--- config.mk ---
export PLATFORM = sky130hd
export DESIGN_NAME = wh_collector
export DESIGN_NICKNAME = d
export VERILOG_FILES = /design/src/rtl/gat_pkg.sv /design/src/rtl/wh_fifo.sv /design/src/rtl/wh_collector.sv
export SDC_FILE = /design/constraint.sdc
export NUM_CORES = 1
export LEC_CHECK = 0
export CORE_ASPECT_RATIO = 0.75
export CORE_MARGIN = 1.5
export CORE_UTILIZATION = 47
export CTS_CLUSTER_DIAMETER = 50
export DETAILED_ROUTE_END_ITERATION = 8
export MAX_ROUTING_LAYER = met4
export PLACE_DENSITY_LB_ADDON = 0.3
export SETUP_SLACK_MARGIN = 0.1
export SLEW_MARGIN = 10
export SYNTH_ARGS = -nofsm -noshare
export SYNTH_HDL_FRONTEND = slang
export SYNTH_SLANG_ARGS = --single-unit
--- constraint.sdc ---
create_clock -name clk -period 7.3 [get_ports clk]
set_input_delay 1.46 -clock clk [delete_from_list [all_inputs] [get_ports clk]]
set_output_delay 1.46 -clock clk [all_outputs]
set_load 0.1 [all_outputs]
--- src/rtl/gat_pkg.sv ---
// ============================================================================
// Module   : gat_pkg
// Brief    : WH word field layout, width helpers and subgraph FSM states.
// Revision : 1.0
// ============================================================================
`default_nettype none

package gat_pkg;

    // WH word layout: {results, num_node, src_flag}
    localparam int FLAG_BIT     = 0;
    localparam int NUM_NODE_LSB = 1;

    typedef enum logic [0:0] {
        SG_IDLE  = 1'b0,
        SG_IN_SG = 1'b1
    } sg_state_t;

    function automatic int f_node_w(input int max_nodes);
        return $clog2(max_nodes);
    endfunction

    function automatic int f_addr_w(input int total_nodes);
        return $clog2(total_nodes);
    endfunction

    function automatic int f_res_lsb(input int max_nodes);
        return $clog2(max_nodes) + 1;
    endfunction

    function automatic int f_wh_width(input int data_w, input int num_feat, input int max_nodes);
        return data_w * num_feat + $clog2(max_nodes) + 1;
    endfunction

endpackage : gat_pkg

`default_nettype wire

--- src/rtl/wh_fifo.sv ---
// ============================================================================
// Module   : wh_fifo
// Brief    : Synchronous FIFO with registered valid / almost-full / full flags.
// Revision : 1.0
// ============================================================================
`default_nettype none

module wh_fifo #(
    parameter int WIDTH = 8,
    parameter int DEPTH = 4
) (
    input  logic             clk,
    input  logic             rst_n,
    input  logic             i_push,
    input  logic [WIDTH-1:0] i_data,
    input  logic             i_pop,
    output logic             o_vld,
    output logic [WIDTH-1:0] o_data,
    output logic             o_almost_full,
    output logic             o_ovf
);

    localparam int AW = (DEPTH > 1) ? $clog2(DEPTH) : 1;

    logic [WIDTH-1:0] r_mem [DEPTH];
    logic [AW-1:0]    r_wptr;
    logic [AW-1:0]    r_rptr;
    logic [AW:0]      r_count;
    logic [AW:0]      w_count_nxt;
    logic             r_vld;
    logic             r_full;
    logic             r_afull;
    logic             w_pop;
    logic             w_push;

    // A pop in the same cycle frees the slot, so a push into a full FIFO is
    // only dropped when nothing leaves.
    assign w_pop  = i_pop & r_vld;
    assign w_push = i_push & (~r_full | w_pop);
    assign o_ovf  = i_push & r_full & ~w_pop;

    always_comb begin
        w_count_nxt = r_count;
        case ({w_push, w_pop})
            2'b10:   w_count_nxt = r_count + (AW+1)'(1);
            2'b01:   w_count_nxt = r_count - (AW+1)'(1);
            default: w_count_nxt = r_count;
        endcase
    end

    always_ff @(posedge clk or negedge rst_n) begin
        if (!rst_n) begin
            r_wptr  <= '0;
            r_rptr  <= '0;
            r_count <= '0;
            r_vld   <= 1'b0;
            r_full  <= 1'b0;
            r_afull <= 1'b0;
        end else begin
            if (w_push) r_wptr <= r_wptr + AW'(1);
            if (w_pop)  r_rptr <= r_rptr + AW'(1);
            r_count <= w_count_nxt;
            r_vld   <= (w_count_nxt != '0);
            r_full  <= (w_count_nxt == (AW+1)'(DEPTH));
            r_afull <= (w_count_nxt >= (AW+1)'(DEPTH-1));
        end
    end

    always_ff @(posedge clk) begin
        if (w_push) r_mem[r_wptr] <= i_data;
    end

    assign o_vld         = r_vld;
    assign o_data        = r_vld ? r_mem[r_rptr] : '0;
    assign o_almost_full = r_afull;

endmodule : wh_fifo

`default_nettype wire

--- src/rtl/wh_collector.sv ---
// ============================================================================
// Module   : wh_collector
// Brief    : Packs completed PE rows into WH words, writes the WH BRAM, feeds
//            the DMVM FIFO and tracks subgraph boundaries.
// Revision : 1.0
// ============================================================================
`default_nettype none

module wh_collector
    import gat_pkg::*;
#(
    parameter int WH_DATA_WIDTH   = 12,
    parameter int NUM_FEATURE_OUT = 16,
    parameter int MAX_NODES       = 168,
    parameter int TOTAL_NODES     = 13264,
    parameter int NUM_SUBGRAPHS   = 2708,
    parameter int FIFO_DEPTH      = 4,
    localparam int NUM_NODE_WIDTH  = f_node_w(MAX_NODES),
    localparam int WH_ADDR_W       = f_addr_w(TOTAL_NODES),
    localparam int SG_CNT_W        = $clog2(NUM_SUBGRAPHS + 1),
    localparam int WH_RESULT_WIDTH = WH_DATA_WIDTH * NUM_FEATURE_OUT,
    localparam int WH_WIDTH        = f_wh_width(WH_DATA_WIDTH, NUM_FEATURE_OUT, MAX_NODES)
) (
    input  logic                       clk,
    input  logic                       rst_n,
    input  logic                       row_vld_i,
    input  logic [WH_RESULT_WIDTH-1:0] res_i,
    input  logic [NUM_NODE_WIDTH-1:0]  num_node_i,
    input  logic                       src_flag_i,
    output logic                       wh_ena,
    output logic                       wh_wea,
    output logic [WH_ADDR_W-1:0]       wh_addra,
    output logic [WH_WIDTH-1:0]        wh_dina,
    output logic                       wh_vld_o,
    output logic [WH_WIDTH-1:0]        wh_data_o,
    input  logic                       wh_rdy_i,
    output logic                       stall_o,
    output logic                       sg_done_o,
    output logic [SG_CNT_W-1:0]        sg_cnt_o,
    output logic                       done_o,
    output logic                       seq_err_o,
    output logic                       ovf_err_o
);

    localparam int RES_LSB = f_res_lsb(MAX_NODES);
    localparam logic [WH_ADDR_W-1:0] LAST_ADDR = WH_ADDR_W'(TOTAL_NODES - 1);
    localparam logic [SG_CNT_W-1:0]  SG_MAX    = SG_CNT_W'(NUM_SUBGRAPHS);

    // Write-side pipeline
    logic                      r_wr_vld;
    logic [WH_ADDR_W-1:0]      r_wr_addr;
    logic [WH_WIDTH-1:0]       r_wr_data;
    logic [WH_ADDR_W-1:0]      r_next_addr;
    logic                      r_exhausted;
    logic                      r_done;
    logic                      w_accept;
    logic [WH_WIDTH-1:0]       w_word;

    // Subgraph tracking
    sg_state_t                 r_state;
    sg_state_t                 w_state_nxt;
    logic [NUM_NODE_WIDTH-1:0] r_node_cnt;
    logic [NUM_NODE_WIDTH-1:0] w_node_cnt_nxt;
    logic [NUM_NODE_WIDTH-1:0] r_num_node;
    logic [NUM_NODE_WIDTH-1:0] w_num_node_nxt;
    logic                      w_seq_err;
    logic                      w_sg_end;
    logic                      r_sg_done;
    logic [SG_CNT_W-1:0]       r_sg_cnt;
    logic                      r_seq_err;
    logic                      r_ovf_err;
    logic                      w_fifo_ovf;
    logic                      w_fifo_afull;

    // Exhaustion is tracked at accept time so a row arriving on the same edge
    // that the last write completes is already refused.
    assign w_accept = row_vld_i & ~r_exhausted;

    always_comb begin
        w_word = '0;
        w_word[RES_LSB +: WH_RESULT_WIDTH]       = res_i;
        w_word[NUM_NODE_LSB +: NUM_NODE_WIDTH]   = num_node_i;
        w_word[FLAG_BIT]                         = src_flag_i;
    end

    always_ff @(posedge clk or negedge rst_n) begin
        if (!rst_n) begin
            r_wr_vld    <= 1'b0;
            r_wr_addr   <= '0;
            r_wr_data   <= '0;
            r_next_addr <= '0;
            r_exhausted <= 1'b0;
            r_done      <= 1'b0;
        end else begin
            r_wr_vld <= w_accept;
            if (w_accept) begin
                r_wr_addr   <= r_next_addr;
                r_wr_data   <= w_word;
                r_next_addr <= r_next_addr + WH_ADDR_W'(1);
                if (r_next_addr == LAST_ADDR) r_exhausted <= 1'b1;
            end
            if (r_wr_vld && (r_wr_addr == LAST_ADDR)) r_done <= 1'b1;
        end
    end

    always_comb begin
        w_state_nxt    = r_state;
        w_node_cnt_nxt = r_node_cnt;
        w_num_node_nxt = r_num_node;
        w_seq_err      = 1'b0;
        w_sg_end       = 1'b0;
        if (w_accept) begin
            if (src_flag_i) begin
                w_seq_err      = (r_state == SG_IN_SG);
                w_node_cnt_nxt = NUM_NODE_WIDTH'(1);
                w_num_node_nxt = (num_node_i == '0) ? NUM_NODE_WIDTH'(1) : num_node_i;
            end else if (r_state == SG_IDLE) begin
                w_seq_err = 1'b1;
            end else begin
                w_node_cnt_nxt = r_node_cnt + NUM_NODE_WIDTH'(1);
            end
            if (src_flag_i || (r_state == SG_IN_SG)) begin
                if (w_node_cnt_nxt == w_num_node_nxt) begin
                    w_sg_end    = 1'b1;
                    w_state_nxt = SG_IDLE;
                end else begin
                    w_state_nxt = SG_IN_SG;
                end
            end
        end
    end

    always_ff @(posedge clk or negedge rst_n) begin
        if (!rst_n) begin
            r_state    <= SG_IDLE;
            r_node_cnt <= '0;
            r_num_node <= '0;
            r_sg_done  <= 1'b0;
            r_sg_cnt   <= '0;
            r_seq_err  <= 1'b0;
            r_ovf_err  <= 1'b0;
        end else begin
            r_state    <= w_state_nxt;
            r_node_cnt <= w_node_cnt_nxt;
            r_num_node <= w_num_node_nxt;
            r_sg_done  <= w_sg_end;
            if (r_sg_done && (r_sg_cnt != SG_MAX)) r_sg_cnt <= r_sg_cnt + SG_CNT_W'(1);
            if (w_seq_err)  r_seq_err <= 1'b1;
            if (w_fifo_ovf) r_ovf_err <= 1'b1;
        end
    end

    wh_fifo #(
        .WIDTH (WH_WIDTH),
        .DEPTH (FIFO_DEPTH)
    ) u_fifo (
        .clk           (clk),
        .rst_n         (rst_n),
        .i_push        (r_wr_vld),
        .i_data        (r_wr_data),
        .i_pop         (wh_rdy_i),
        .o_vld         (wh_vld_o),
        .o_data        (wh_data_o),
        .o_almost_full (w_fifo_afull),
        .o_ovf         (w_fifo_ovf)
    );

    assign wh_ena    = r_wr_vld;
    assign wh_wea    = r_wr_vld;
    assign wh_addra  = r_wr_addr;
    assign wh_dina   = r_wr_data;
    assign stall_o   = w_fifo_afull;
    assign sg_done_o = r_sg_done;
    assign sg_cnt_o  = r_sg_cnt;
    assign done_o    = r_done;
    assign seq_err_o = r_seq_err;
    assign ovf_err_o = r_ovf_err;

endmodule : wh_collector

`default_nettype wire

After elaboration in Yosys (flattened, before gate mapping)
Memories as Yosys holds them, arrays and structs flattened.
Cells that the tools add are included.

word-level totals
  input port bits = 205
  register bits = 274
  memories kept = 1
  bits in latches = 0
  RAM bits = 804
  word-level logic and storage cells = 68
  ROM bits = 0
  output and inout bits = 436

operators by class
  order comparisons = 1
  $add $sub $neg = 7
  bitwise operators = 9
  shifts and indexed selects = 0
  multiplexer cells = 17
  $mul = 0
  divide/modulo/power cells = 0
  reductions and logical operators = 7
  equal/unequal tests = 7

memory list
  name          words  width  rd ports  clocked after Yosys merged registers in  wr ports  line           source
  u_fifo.r_mem  4      201    1         0                                        1         wh_fifo.sv:25  logic [WIDTH-1:0] r_mem [DEPTH];

operator list
  cell                   count
  $mux 201               1
  $mux 8                 6
  $eq 14x14->1 const B   2
  $add 14x1->14 const B  1
  $add 12x1->12 const B  1
  $ne 12x12->1 const B   1
  $mux 1                 9
  $add 8x1->8 const B    1
  $eq 8x8->1             1
  $logic_not 8->1        1
  $pmux 3 s2             1
  $and 1x1->1            5
  $add 2x1->2 const B    2
  $reduce_and 2->1       2
  $add 3x1->3 const B    1
  $eq 3x3->1 const B     1
  $ge 3x2->1 const B     1
  $not 1->1              3
  $reduce_bool 3->1      1
  $sub 3x1->3 const B    1
  $eq 2x1->1 const B     1
  $eq 2x2->1 const B     1
  $logic_and 1x1->1      2
  $logic_or 1x1->1       1
  $or 1x1->1             1

Logic depth before layout (Yosys ltp)
  depth in word-level cells = 8
  mapped depth = 10

Modules after synthesis
Synthesis repeated with hierarchy kept, for this count alone.

unflattened totals
  cell total of the unflattened synthesis = 2,467
  area total of the unflattened synthesis = 41,324.6 um^2

modules (own cells, without submodules)
  module        cells an instance  area each (um^2)  instances
  wh_fifo       1,325              30,903.4          1
  wh_collector  1,142              10,421.2          1

Least setup slack after synthesis
Ideal clock, no wire load.

  kind = input to register
  start = input wh_rdy_i
  end = memory u_fifo.r_mem[0][0] (netlist name) (enable)
  data arrival time = 6.592 ns
  slack = 0.122 ns
  stages = 3
  required time = 6.714 ns
  path through = nand2_1 a21boi_1 and2_1

between the ends
  cells in the longest elaborated chain, start to end = 5

ends and longest elaborated chain
  element                       line                source
  from (decl)                   wh_collector.sv:36  input logic wh_rdy_i,
  $and 1x1->1                   wh_fifo.sv:38       assign w_pop = i_pop & r_vld;
  $or 1x1->1                    wh_fifo.sv:39       assign w_push = i_push & (~r_full | w_pop);
  $and 1x1->1                   wh_fifo.sv:39
  $mux 1                        wh_fifo.sv:70       if (w_push) r_mem[r_wptr] <= i_data;
  $mux 1 (implied by the code)  wh_fifo.sv:70
  to (decl)                     wh_fifo.sv:25

No other way between the ends.

Worst setup path in the final report
  start = register u_fifo.r_rptr[0]
  end = output wh_data_o[172]

between the ends
  cells in the longest elaborated chain, start to end = 2

ends and longest elaborated chain
  element                 line                source
  from (decl)             wh_fifo.sv:27       logic [AW-1:0] r_rptr;
  from (signal assigned)  wh_fifo.sv:61       if (w_pop) r_rptr <= r_rptr + AW'(1);
  $mem_v2 4x201           --
  $mux 201                wh_fifo.sv:74       assign o_data = r_vld ? r_mem[r_rptr] : '0;
  to (decl)               wh_collector.sv:35  output logic [WH_WIDTH-1:0] wh_data_o,

No other way between the ends.

==> impl_metrics.json <==
{
  "grt_first_pass_wirelength_um": 146000,
  "crit_chain": "buf_12 -> mux4_2 -> and2_1 -> clkdlybuf4s50_1",
  "startpoint": "u_fifo.r_rptr[0]",
  "fin_nets": 3330,
  "worstSkewPairLatency_ns": 0.66,
  "ys_seq_area_share_pct": 75.2,
  "fin_crit_sh_pct": 74.5,
  "num_antenna_cells": 0,
  "row_count": 93,
  "ctsHoldBuffers": 0,
  "slowest_delay_ns": 0.98,
  "worst_ep_arrival_time_ns": 3.98,
  "synth_common_cells": "edfxtp_1, nand2_1, dfrtp_1",
  "setup_ws_ns": 1.86,
  "r2r_setup_slack_ns": 3.60,
  "stdcell_area_um2": 52300,
  "dieHeight_um": 260,
  "core_um2": 86300,
  "fmax_mhz": 184,
  "track_usage_pct": 21.9,
  "dp_slack_ns": 2.44,
  "cts_setup_buffers": 0,
  "worstHoldStart": "r_exhausted",
  "dpl_cell_area_um2": 48900,
  "ios": 641,
  "worstSetupPathDepth": 4,
  "synth_cells": 2467,
  "cts-buffers-inserted": 103,
  "cpMaxStageDelayCell": "clkdlybuf4s50_1",
  "hold_violations": 0,
  "worstMarginPinSlew_ns": 1.14,
  "layout.cells.non_filler": 4342,
  "grt_pass1_vias": 24400,
  "grt_overflow": 0,
  "synth_top_area_share_pct": 58.6,
  "r2r_start": "u_fifo.o_vld",
  "hold_path_depth": 1,
  "endpoint_kind": "output port",
  "clk_path_buf_depth": 3,
  "io_buffers": 640,
  "synthFlopType": "edfxtp_1",
  "finClkSkew_ns": 0.0267,
  "worstSetupPathType": "flop to output port",
  "ff2ff_path_depth": 4,
  "areaGrowthSynthToFinish_pct": 26.8,
  "synth_edf_count": 804,
  "synth_cell_types": 47,
  "initial_utilization_pct": 47.8,
  "yosys_warnings": 0,
  "layout-drive-gt1-share_pct": 12.8,
  "grt_max_degree": 138,
  "setup-violations-final": 0,
  "dr.pass1.iters": 5,
  "setup-tns-final_ns": 0,
  "dieArea_um2": 89500,
  "status": "finished clean",
  "path_buf_inv": 2,
  "ys_async_sr_fraction_pct": 25.4,
  "hold_path_class": "flop to flop",
  "dpl.hpwl_um": 58200,
  "wl_um": 95300,
  "cp_data_required_time_ns": 5.84,
  "ant_nets": 0,
  "clock_sinks": 1078,
  "place_congestion": 0.804,
  "dp_cells": 4149,
  "slew_headroom_pct": 24.0,
  "fill_cells": 6217,
  "num_vias": 23200,
  "antenna_found_initial": 1,
  "cts_tree": "built",
  "routedWlPerCell_um": 21.9,
  "drcViolationCount": 0,
  "grt_setup_unrepaired": "false",
  "netlist_area_um2": 41200,
  "fin_crit_ns": 5.44,
  "synth_top_area_cell": "edfxtp_1",
  "critPathTopFamily": "buffers and inverters",
  "synth.most_common_cell": "edfxtp_1",
  "syn_avg_cell_area_um2": 16.7,
  "initialDrtViolationCount": 1674,
  "synth_seq_cells": 1078,
  "viasPerCell": 5.34,
  "clockRootBuffer": "clkbuf_16",
  "startpoint_type": "flop",
  "crit_path_max_fanout": 71,
  "cts_resized": 0,
  "syn_nets": 2683,
  "die_w_um": 345,
  "htree_levels": 3,
  "hold_end": "r_exhausted",
  "worstReg2RegEnd": "u_fifo.r_mem[0][42]",
  "maxCapViolations": 0,
  "clkTransAtPathRegs_ns": 0.07,
  "synth_area_leaders": "edfxtp_1, dfrtp_1, mux4_2, nand2_1, and2_1",
  "slew_violations": 0
}
## worst max path at each step
| stage | endpoint | slack [ns] |
|---|---|---|
| 6_report | wh_data_o[172] | 1.86 |
| 5_1_grt | wh_data_o[172] | 1.63 |
| 4_1_cts | wh_data_o[172] | 1.70 |
| 3_5_place_dp | wh_data_o[172] | 2.44 |
| 3_3_place_gp | wh_data_o[172] | 2.44 |
| 2_1_floorplan | u_fifo.r_mem[0][0] | 0.12 |
## layout make-up
cell class                 count  area [um2]  area share [%]
sequential                  1078       31000            59.3
multi-input combinational   1247        9670            18.5
timing repair buffer         666        6760            12.9
clock buffer                 127        2730            5.22
tap                         1140        1430            2.73
clock inverter                66         598            1.14
inverter                      18        72.6           0.139
## sequential cells by signal (all words and copies together) (netlist names), 2 cells and up
signal and count:
sg_cnt_o 12, u_fifo.r_wptr 2, r_num_node 8, wh_addra 14, r_next_addr 14, r_node_cnt 8
u_fifo.r_count 3, u_fifo.r_mem 804, u_fifo.r_rptr 2, wh_dina 201
## logic make-up after synthesis
family,after synthesis,synth area share [%]
adder cells (fa/ha/maj),11,0.352
buffers and inverters,142,1.40
AO/OA/AOI/OAI,34,0.637
flip-flops,1078,75.2
multiplexers,214,11.3
AND/OR/NAND/NOR,950,10.3
XOR/XNOR,38,0.807
## cell usage in the layout (no fill, tap or decap), types with 19 or more instances in the layout
cell,count
clkbuf_1,19
xnor2_1,29
dfrtp_1,271
mux4_2,202
edfxtp_1,804
nor2_1,24
clkdlybuf4s50_1,636
nand2_1,673
clkbuf_16,104
and2_1,202
clkinv_1,20
## routing by layer
metal  share of wire, %  track usage (%)  routed length, um
met2                 51             36.3              48300
met1                 40             27.4              38500
met3                6.0             4.56               5760
met5                  0                -                  0
met4                2.8             6.67               2690
## per-stage QoR
step / hold WS, ns / util [%]
after floorplan: 0.429 / -
after detailed placement: 0.466 / 56.7
final: 0.490 / 60.5
after CTS: 0.490 / 60.5
after global routing: 0.519 / 60.5
after global placement: 0.446 / 56.7
Power is left out: the tool's default activity adds up to more than one toggle a clock period on the data nets, which glitch-free logic cannot reach.
